--- src/rtl/mac_ctrl_pkg.sv ---
// Shared constants for the two-channel dot-product MAC arbiter.
// This package holds the FSM state codes, the channel count and the operand/product widths.
package mac_ctrl_pkg;

    localparam int unsigned N_CHAN        = 2;
    localparam int unsigned ACC_W_DEFAULT = 12;
    localparam int unsigned OPND_W        = 4;
    localparam int unsigned PROD_W        = 2 * OPND_W;

    localparam logic [1:0] ST_IDLE   = 2'd0;
    localparam logic [1:0] ST_BUSY   = 2'd1;
    localparam logic [1:0] ST_RESULT = 2'd2;

    // Unsigned 4x4 product, full 8-bit result
    function automatic logic [PROD_W-1:0] mul4(input logic [OPND_W-1:0] a,
                                               input logic [OPND_W-1:0] b);
        return PROD_W'(a) * PROD_W'(b);
    endfunction

endpackage

--- src/rtl/mac_rr_arb2.sv ---
// Two-way round-robin grant: a lone requester wins, a tie goes to the pointed channel.
module mac_rr_arb2
    import mac_ctrl_pkg::*;
(
    input  logic [N_CHAN-1:0] req,
    input  logic              ptr,
    output logic [N_CHAN-1:0] gnt_c
);

    always_comb begin
        gnt_c = '0;
        if (req[0] && (!req[1] || !ptr)) begin
            gnt_c = 2'b01;
        end else if (req[1]) begin
            gnt_c = 2'b10;
        end
    end

endmodule

--- src/rtl/mac_dot_arbiter.sv ---
// Two-channel dot-product accumulator: grants one channel per job, sums a*b per beat,
// and presents the wrapped sum, owning channel and sticky carry flag as one result.
module mac_dot_arbiter
    import mac_ctrl_pkg::*;
#(
    parameter int unsigned ACC_W = ACC_W_DEFAULT
) (
    input  logic              clk,
    input  logic              rst,
    input  logic [N_CHAN-1:0] req_valid,
    output logic [N_CHAN-1:0] req_ready,
    input  logic [OPND_W-1:0] req_a0,
    input  logic [OPND_W-1:0] req_b0,
    input  logic [OPND_W-1:0] req_a1,
    input  logic [OPND_W-1:0] req_b1,
    input  logic [N_CHAN-1:0] req_last,
    output logic              res_valid,
    input  logic              res_ready,
    output logic [ACC_W-1:0]  res_data,
    output logic              res_chan,
    output logic              res_ovf
);

    logic [1:0]        state_q, state_d;
    logic              owner_q, owner_d;
    logic              ptr_q, ptr_d;
    logic              ovf_q, ovf_d;
    logic [ACC_W-1:0]  acc_q, acc_d;
    logic [N_CHAN-1:0] ready_q, ready_d;
    logic              valid_q, valid_d;

    logic [N_CHAN-1:0] gnt_c;
    logic [OPND_W-1:0] a_sel_c, b_sel_c;
    logic [PROD_W-1:0] prod_c;
    logic [ACC_W:0]    sum_c;
    logic              beat_c;

    mac_rr_arb2 u_arb (
        .req   (req_valid),
        .ptr   (ptr_q),
        .gnt_c (gnt_c)
    );

    // Operand mux follows the current owner; ready_q is only non-zero in BUSY
    assign a_sel_c = owner_q ? req_a1 : req_a0;
    assign b_sel_c = owner_q ? req_b1 : req_b0;
    assign prod_c  = mul4(a_sel_c, b_sel_c);
    assign sum_c   = {1'b0, acc_q} + (ACC_W + 1)'(prod_c);
    assign beat_c  = |(req_valid & ready_q);

    always_ff @(posedge clk or posedge rst) begin
        if (rst) begin
            state_q <= ST_IDLE;
        end else begin
            state_q <= state_d;
        end
    end

    always_comb begin
        state_d = state_q;
        owner_d = owner_q;
        ptr_d   = ptr_q;
        acc_d   = acc_q;
        ovf_d   = ovf_q;
        ready_d = '0;
        case (state_q)
            ST_IDLE: begin
                if (|req_valid) begin
                    state_d = ST_BUSY;
                    owner_d = gnt_c[1];
                    acc_d   = '0;
                    ovf_d   = 1'b0;
                end
            end
            ST_BUSY: begin
                if (beat_c) begin
                    acc_d = sum_c[ACC_W-1:0];
                    ovf_d = ovf_q | sum_c[ACC_W];
                    if (req_last[owner_q]) begin
                        state_d = ST_RESULT;
                    end
                end
            end
            ST_RESULT: begin
                if (valid_q && res_ready) begin
                    state_d = ST_IDLE;
                    ptr_d   = ~owner_q;
                end
            end
            default: state_d = ST_IDLE;
        endcase
        if (state_d == ST_BUSY) begin
            ready_d[owner_d] = 1'b1;
        end
        valid_d = (state_d == ST_RESULT);
    end

    always_ff @(posedge clk or posedge rst) begin
        if (rst) begin
            owner_q <= 1'b0;
            ptr_q   <= 1'b0;
            ovf_q   <= 1'b0;
            acc_q   <= '0;
            ready_q <= '0;
            valid_q <= 1'b0;
        end else begin
            owner_q <= owner_d;
            ptr_q   <= ptr_d;
            ovf_q   <= ovf_d;
            acc_q   <= acc_d;
            ready_q <= ready_d;
            valid_q <= valid_d;
        end
    end

    assign req_ready = ready_q;
    assign res_valid = valid_q;
    assign res_data  = acc_q;
    assign res_chan  = owner_q;
    assign res_ovf   = ovf_q;

endmodule

--- config.mk ---
export PLATFORM = sky130hd
export DESIGN_NAME = mac_dot_arbiter
export DESIGN_NICKNAME = d
export VERILOG_FILES = /design/src/rtl/mac_ctrl_pkg.sv /design/src/rtl/mac_rr_arb2.sv /design/src/rtl/mac_dot_arbiter.sv
export SDC_FILE = /design/constraint.sdc
export NUM_CORES = 1
export LEC_CHECK = 0
export ABC_AREA = 0
export CAP_MARGIN = 0
export CORE_MARGIN = 2
export CORE_UTILIZATION = 45
export DETAILED_ROUTE_END_ITERATION = 10
export PLACE_DENSITY = 0.73
export SLEW_MARGIN = 20
export SYNTH_ARGS = -nofsm -noshare
export SYNTH_HDL_FRONTEND = slang
export SYNTH_HIERARCHICAL = 1
export SYNTH_SLANG_ARGS = --single-unit
--- constraint.sdc ---
create_clock -name clk -period 4.28 [get_ports clk]
set_input_delay 0.428 -clock clk [delete_from_list [all_inputs] [get_ports clk]]
set_output_delay 0.428 -clock clk [all_outputs]
set_load 0.1 [all_outputs]
==> results.json, run 1 <==
{
  "wl_per_cell_um": 13.37,
  "cts_root_buf": "clkbuf_8",
  "hold_buffers": 0,
  "fin_nets": 285,
  "vdd_drop_max_mv": 0.4731,
  "grtUsageMet1_pct": 26.62,
  "endpoint_kind": "register",
  "drc": 0,
  "dp_cells": 278,
  "postCtsSetupBuffers": 0,
  "totalPowerFinal_mw": 1.643,
  "crit_chain": "clkdlybuf4s50_1, nor2b_1, a32oi_1, fa_1, fa_1, fa_1, inv_1, ha_1, a211oi_1, o21ai_0, a311o_1, nand3_1",
  "slew_violations": 0,
  "required_ps": 4470,
  "drtPass1Iterations": 5,
  "grt.busiest_layer": "met2",
  "num_vias": 1554,
  "syn_inst": 200,
  "cts.path.max_buffers": 2,
  "slowest_stage": "fa_1",
  "worstSetupStartpointType": "primary input",
  "wl_mm": 3.770,
  "grt_overflow": 0,
  "viasPerCell": 5.511,
  "cts_resized": 0,
  "drtIter0Drc": 91,
  "met2_usage_pct": 28.63,
  "finalCritPeriodShare_pct": 92.09,
  "place_ws_ps": 119.4,
  "gp_congestion": 0.9026,
  "cts_inserted_buffers": 3,
  "grt.met3_usage_pct": 3.209,
  "fin_area_mm2": 0.002247,
  "crit_type": "in -> reg",
  "start_util_pct": 47.63,
  "power.density_mw_per_mm2": 731.1,
  "die_h_um": 66.95,
  "tns_ps": 0,
  "path_clk_slew_ps": 70,
  "syn_area_mm2": 0.001783,
  "syn_nets": 250,
  "hpwl_mm": 3.009,
  "syn_avg_cell_area_um2": 8.915,
  "ys_warn_count": 6,
  "grt_pass1_wl_mm": 6.244,
  "cts_htree_levels": 1,
  "ant_nets": 0,
  "syn_to_final_growth_pct": 26.04,
  "final_util_pct": 60.03,
  "pin_count": 40,
  "die_w_um": 66.95,
  "setup_slack_ps": 338.4,
  "cts_tree": "done",
  "antenna_found_initial": 0,
  "worstHoldPathType": "reg -> reg",
  "drive_above_1_share_pct": 2.564,
  "rsz0062_at_grt": "no",
  "maxCapViolCount": 0,
  "die-area_mm2": 0.004482,
  "cp_common_cell": "fa_1",
  "worst_pin_slew_ps": 969.5,
  "clock_skew_ps": 5.988,
  "setup_viol": 0,
  "track_usage_pct": 18.14,
  "clkLatencyLatePin_ps": 260,
  "fin_hold_ws_ps": 497.7,
  "slowest_delay_ps": 540,
  "p_leak_nw": 1.031,
  "r2r_slack_ps": 360,
  "status": "complete, no violations",
  "fillers": 344,
  "placed_area_mm2": 0.002198,
  "clock-sinks": 20,
  "max-slew-margin-rel_pct": 35.16,
  "timing.fmax_ghz": 0.2537,
  "fin_crit_ps": 3942,
  "portBuffers": 39,
  "fin_cells": 282,
  "arrival_ps": 4130,
  "core-area_mm2": 0.003744,
  "grt_max_degree": 28,
  "hold_viol": 0,
  "cp_max_fo": 4,
  "std_cell_rows": 22,
  "grt_pass1_vias": 1387,
  "n_antenna_cell": 0
}
state kept, by name, indices dropped and copies added, names as in the netlist:
register	cells
res_ovf	1
res_valid	1
state_q	2
req_ready	2
ptr_q	1
res_data	12
res_chan	1
worst max-delay path, delay by kind of cell:
family,cells,cell delay [ps]
AOI/OAI and AO/OA,4,1090
adders and majority gates,4,1800
and+or+nand+nor,2,290
buffers and inverters,2,510
worst paths after layout:
| kind | depth (start not counted) | endpoint | startpoint |
|---|---|---|---|
| max | 12 | res_data[8] | req_b0[3] |
| min | 2 | ptr_q | ptr_q |
| max reg2reg | 11 | res_data[8] | res_chan |
| min reg2reg | 2 | ptr_q | ptr_q |
| max in group asynchronous | 2 | res_chan | rst |
| min in group asynchronous | 2 | req_ready[0] | rst |
area by class of cell:
| cell class | instances | area (um2) | area share (%) |
|---|---|---|---|
| inverter | 33 | 123.9 | 5.512 |
| multi-input combinational | 138 | 1126 | 50.11 |
| tap | 48 | 60.06 | 2.673 |
| timing repair buffer | 39 | 390.4 | 17.37 |
| clock buffer | 4 | 45.04 | 2.004 |
| sequential | 20 | 501.7 | 22.33 |
report_power, final:
part	total, mW	internal (mW)	switching, mW	leakage, nW
registers	0.325	0.250	0.0749	0.265
clock network	0.126	0.0661	0.0597	0.0228
logic	1.19	0.392	0.800	0.743
layout by cell type, fill, tap and decap left out, types with 2 or more instances in the layout:
master           instances
a211oi_1                 4
a21oi_1                  6
a32o_1                  10
a32oi_1                  4
clkbuf_8                 3
clkdlybuf4s50_1         39
dfrtp_1                 19
fa_1                     9
ha_1                    18
inv_1                   33
mux2i_1                  5
nand2_1                 15
nand3_1                 12
nand4_1                  3
nor2_1                   6
nor2b_1                  5
nor3_1                   2
o211ai_1                 2
o21a_1                   2
o21ai_0                 13
o32ai_1                  2
xnor2_1                  2
xor2_1                   2
layer usage:
layer  vias up  share of wire [%]  wire length (um)
met3         2                4.9               183
met2        41                 45              1715
li1        777                  -                 -
met1       734                 49              1855
met4         0               0.40                15
met5         -                  0                 0
Power figures use the tool's default switching activity.
==> run 2, diff against run 1 <==
CORE_MARGIN = 10   (was 2)
SLEW_MARGIN = 15   (was 20)
==> run 2 against run 1 <==
Compared with the run above: sequential share of layout area unchanged; count of clock-buffer cells in the layout unchanged; design area unchanged; clock skew about the same; critical path type unchanged; highest routed layer unchanged; sequential power about the same; worst setup slack improved by 73 ps; routed wire length increased by 11%; combinational power about the same; largest power group unchanged; via count decreased by 0.19%; clock power increased by 3%; register-to-register slack improved by 70 ps.
==> results.json, run 2 (synthesis gave the netlist of run 1 again) <==
{
  "status": "complete, no violations",
  "clock_skew_ps": 5.744,
  "timing.fmax_ghz": 0.2585,
  "final_common_cell": "clkdlybuf4s50_1",
  "r2r_slack_ps": 430,
  "cts.path.max_buffers": 2,
  "power.density_mw_per_mm2": 727.0,
  "vdd_drop_max_mv": 0.4165,
  "largest_reg_flops": 12,
  "die_w_um": 82.95,
  "num_vias": 1551,
  "die_h_um": 82.95,
  "worstHoldPathType": "reg -> reg",
  "cts_inserted_buffers": 3,
  "fin_nets": 285,
  "viasPerCell": 5.500,
  "hold_viol": 0,
  "grt_max_degree": 28,
  "grt_pass1_wl_mm": 7.113,
  "worstSetupStartpointType": "primary input",
  "cts_tree": "done",
  "rsz0062_at_grt": "no",
  "pin_count": 40,
  "postCtsSetupBuffers": 0,
  "slowest_delay_ps": 540,
  "cts_htree_levels": 1,
  "core-area_mm2": 0.003744,
  "totalPowerFinal_mw": 1.634,
  "tns_ps": 0,
  "gp_congestion": 0.8156,
  "required_ps": 4480,
  "cp_max_fo": 4,
  "endpoint_kind": "register",
  "layout_common_cells": "39 x clkdlybuf4s50_1, 33 x inv_1, 19 x dfrtp_1, 18 x ha_1, 15 x nand2_1",
  "maxCapViolCount": 0,
  "max-slew-margin-rel_pct": 34.38,
  "worst_pin_slew_ps": 981.2,
  "hpwl_mm": 3.355,
  "finalCritPeriodShare_pct": 90.40,
  "setup_slack_ps": 411.1,
  "fin_cells": 282,
  "crit_chain": "clkdlybuf4s50_1, nor2b_1, a32oi_1, fa_1, fa_1, fa_1, inv_1, ha_1, o211ai_1, o21ai_0, a311o_1, nand3_1",
  "setup_viol": 0,
  "place_ws_ps": 150.1,
  "cp_common_cell": "fa_1",
  "wl_mm": 4.171,
  "p_leak_nw": 1.031,
  "std_cell_rows": 22,
  "cts_root_buf": "clkbuf_8",
  "syn_to_final_growth_pct": 26.04,
  "clkLatencyLatePin_ps": 260,
  "cts_resized": 0,
  "path_clk_slew_ps": 80,
  "die-area_mm2": 0.006880,
  "arrival_ps": 4070,
  "drive_above_1_share_pct": 2.564,
  "slowest_stage": "fa_1",
  "crit_type": "in -> reg",
  "wl_per_cell_um": 14.79,
  "antenna_found_initial": 0,
  "grt_overflow": 0,
  "drtPass1Iterations": 4,
  "grt_pass1_vias": 1523,
  "drtIter0Drc": 99,
  "n_antenna_cell": 0,
  "clock-sinks": 20,
  "slew_violations": 0,
  "ant_nets": 0,
  "final_util_pct": 60.03,
  "fin_crit_ps": 3869,
  "portBuffers": 39,
  "dp_cells": 278,
  "drc": 0,
  "start_util_pct": 47.63,
  "hold_buffers": 0,
  "track_usage_pct": 11.83
}
-- run 2: area by class of cell --
class                           instances  area (um2)
Multi-Input combinational cell        138        1126
Timing Repair Buffer                   39       390.4
Clock buffer                            4       45.04
Tap cell                               48       60.06
Fill cell                             345        1496
Sequential cell                        20       501.7
Inverter                               33       123.9
-- run 2: critical path, delay by kind of cell --
family                   cells  cell delay [ps]
buffers and inverters        2              510
adder cells (fa/ha/maj)      4             1920
AO/OA/AOI/OAI                4              930
AND/OR/NAND/NOR              2              280
-- run 2: stage by stage --
stage	cell area, um2	hold WS [ps]
after floorplan	1784	391.8
after global placement	2198	468.4
after detailed placement	2198	481.0
after CTS	2243	499.6
after global routing	2247	541.8
final	2247	495.0
-- run 2: final timing paths --
check,from,end,cells past startpoint
hold reg to reg,ptr_q,ptr_q,2
setup reg to reg,res_chan,res_data[8],11
hold / removal,ptr_q,ptr_q,2
setup / recovery,req_b0[3],res_data[8],12
max in group asynchronous,rst,res_chan,2
min in group asynchronous,rst,res_data[4],2
-- run 2: routing by layer --
metal	wire (um)	GRT usage, %
met1	1926	15.02
met2	1866	18.37
met3	331	4.883
met4	47	2.154
met5	0	0
-- run 2: report_power, final --
group	leakage (nW)	total, mW	internal, mW	switching, mW
logic	0.743	1.18	0.388	0.792
clock network	0.0228	0.130	0.0663	0.0639
registers	0.265	0.323	0.250	0.0734
==> run 3, diff against run 2 <==
clock period = 4.6 ns   (was 4.28 ns; I/O delays follow)
==> run 3 against run 2 <==
Compared with the run above: sequential share of layout area shrank 0.080 points; sequential power shrank 8.0%; routed wire length grew 2.3%; power shrank 6.1%; register-to-register slack gained 170 ps; non-clock buffer count grew 1; count of clock-buffer cells in the layout shrank 1; global-route usage grew 0.47 points; utilization grew 0.067 points; die area is the same; critical path depth shrank 1; critical path type is now reg -> reg; critical endpoint unchanged; highest routed layer unchanged.
==> results.json, run 3 (synthesis gave the netlist of run 1 again) <==
{
  "status": "complete, no violations",
  "required_ps": 4800,
  "wl_mm": 4.269,
  "wl_met3_um": 280,
  "core-area_mm2": 0.003744,
  "drtPass1Iterations": 4,
  "grt_pass1_wl_mm": 7.479,
  "dp_cells": 279,
  "power.density_mw_per_mm2": 682.1,
  "cts_htree_levels": 1,
  "grt_overflow": 0,
  "cts_root_buf": "clkbuf_8",
  "rsz0062_at_grt": "no",
  "path_clk_slew_ps": 70,
  "hold_viol": 0,
  "cts_resized": 0,
  "die_h_um": 82.95,
  "cts_inserted_buffers": 3,
  "cp_common_cell": "fa_1",
  "crit_chain": "nor2b_1, a32oi_1, fa_1, fa_1, fa_1, inv_1, ha_1, a211oi_1, o21ai_0, a311o_1, nand3_1",
  "grt_pass1_vias": 1588,
  "largest_reg_flops": 12,
  "std_cell_rows": 22,
  "cp_top_family": "adder cells",
  "clock_skew_ps": 1.542,
  "antenna_found_initial": 0,
  "endpoint_kind": "register",
  "vdd_drop_max_mv": 0.4435,
  "wl_met1_mm": 1.963,
  "pin_count": 40,
  "max-slew-margin-rel_pct": 34.50,
  "gp_congestion": 0.8525,
  "fin_nets": 286,
  "worst_pin_slew_ps": 979.4,
  "p_leak_nw": 1.036,
  "final_common_cell": "clkdlybuf4s50_1",
  "cts_tree": "done",
  "slowest_delay_ps": 730,
  "start_util_pct": 47.63,
  "setup_viol": 0,
  "viasPerCell": 5.610,
  "drtIter0Drc": 105,
  "timing.fmax_ghz": 0.2500,
  "hold_buffers": 0,
  "crit_type": "reg -> reg",
  "fillers": 350,
  "clock-sinks": 20,
  "worstHoldPathType": "reg -> reg",
  "slowest_stage": "dfrtp_1",
  "hpwl_mm": 3.419,
  "ant_nets": 0,
  "worstSetupStartpointType": "register",
  "top_layer": "met4",
  "die-area_mm2": 0.006880,
  "die_w_um": 82.95,
  "wl_met2_mm": 2.014,
  "slew_violations": 0,
  "layout_common_cells": "39 x clkdlybuf4s50_1, 33 x inv_1, 20 x dfrtp_1, 18 x ha_1, 15 x nand2_1",
  "finalCritPeriodShare_pct": 86.95,
  "grt_max_degree": 21,
  "drc": 0,
  "syn_to_final_growth_pct": 26.18,
  "maxCapViolCount": 0,
  "clkLatencyLatePin_ps": 260,
  "tns_ps": 0,
  "num_vias": 1582,
  "n_antenna_cell": 0,
  "wl_per_cell_um": 15.14,
  "portBuffers": 39,
  "cp_max_fo": 20,
  "track_usage_pct": 12.29,
  "fin_crit_ps": 4000,
  "fin_cells": 282,
  "postCtsSetupBuffers": 0,
  "cts.path.max_buffers": 2,
  "drive_above_1_share_pct": 2.564,
  "arrival_ps": 4200,
  "worst-path-buf-inv": 1
}
## run 3: changes by cell type in the layout (fill, tap and decap cells not counted), sizes merged
cell    delta
clkbuf     -1
buf        +1
## run 3: metrics by stage
stage / cell area [um2] / utilization, % / power, mW / setup slack (ps) / hold WS [ps]
floorplan: 1783 / - / 1.172 / 189.9 / 423.8
global placement: 2205 / 58.89 / 1.403 / 475.8 / 464.2
detailed placement: 2205 / 58.89 / 1.421 / 389.6 / 479.7
CTS: 2246 / 59.99 / 1.537 / 603.6 / 496.6
global route: 2250 / 60.09 / 1.678 / 345.4 / 555.0
finish: 2250 / 60.09 / 1.534 / 600.3 / 487.4
## run 3: where the power goes
part           internal [mW]  leakage, nW  switching [mW]
sequential             0.232        0.266          0.0651
combinational          0.368        0.748           0.754
clock                 0.0584       0.0216          0.0580
total                  0.658         1.04           0.877
## run 3: layout make-up
class                   instances  area (um2)  share of cell area, %
multi-input cells             138        1126                  50.06
flip-flops and latches         20       500.5                  22.25
repair buffers                 40       397.9                  17.69
inverters                      33       123.9                  5.506
well taps                      48       60.06                  2.670
clock buffers                   3       41.29                  1.835
## run 3: worst paths after layout
check | startpoint | end | slack (ps) | depth (start not counted)
worst min register to register | ptr_q | ptr_q | 490 | 2
max in group asynchronous | rst | res_data[5] | 3490 | 2
min in group asynchronous | rst | res_data[10] | 640 | 2
worst min-delay path | ptr_q | ptr_q | 490 | 2
worst max-delay path | res_chan | res_data[8] | 600 | 11
worst max register to register | res_chan | res_data[8] | 600 | 11
## run 3: metal layers
layer / track usage [%] / up-vias
met1: 16.12 / 754
met2: 19.69 / 49
met5: 0 / -
met3: 3.418 / 2
met4: 2.154 / 0
li1: - / 777
## run 3: worst reg2reg max path: cells and delay by family, from the launching register on
| kind | cells | cell delay, ps |
|---|---|---|
| adders and majority gates | 4 | 1740 |
| AOI/OAI and AO/OA | 4 | 1200 |
| DFF | 1 | 730 |
| and+or+nand+nor | 2 | 230 |
| buffers and inverters | 1 | 40 |
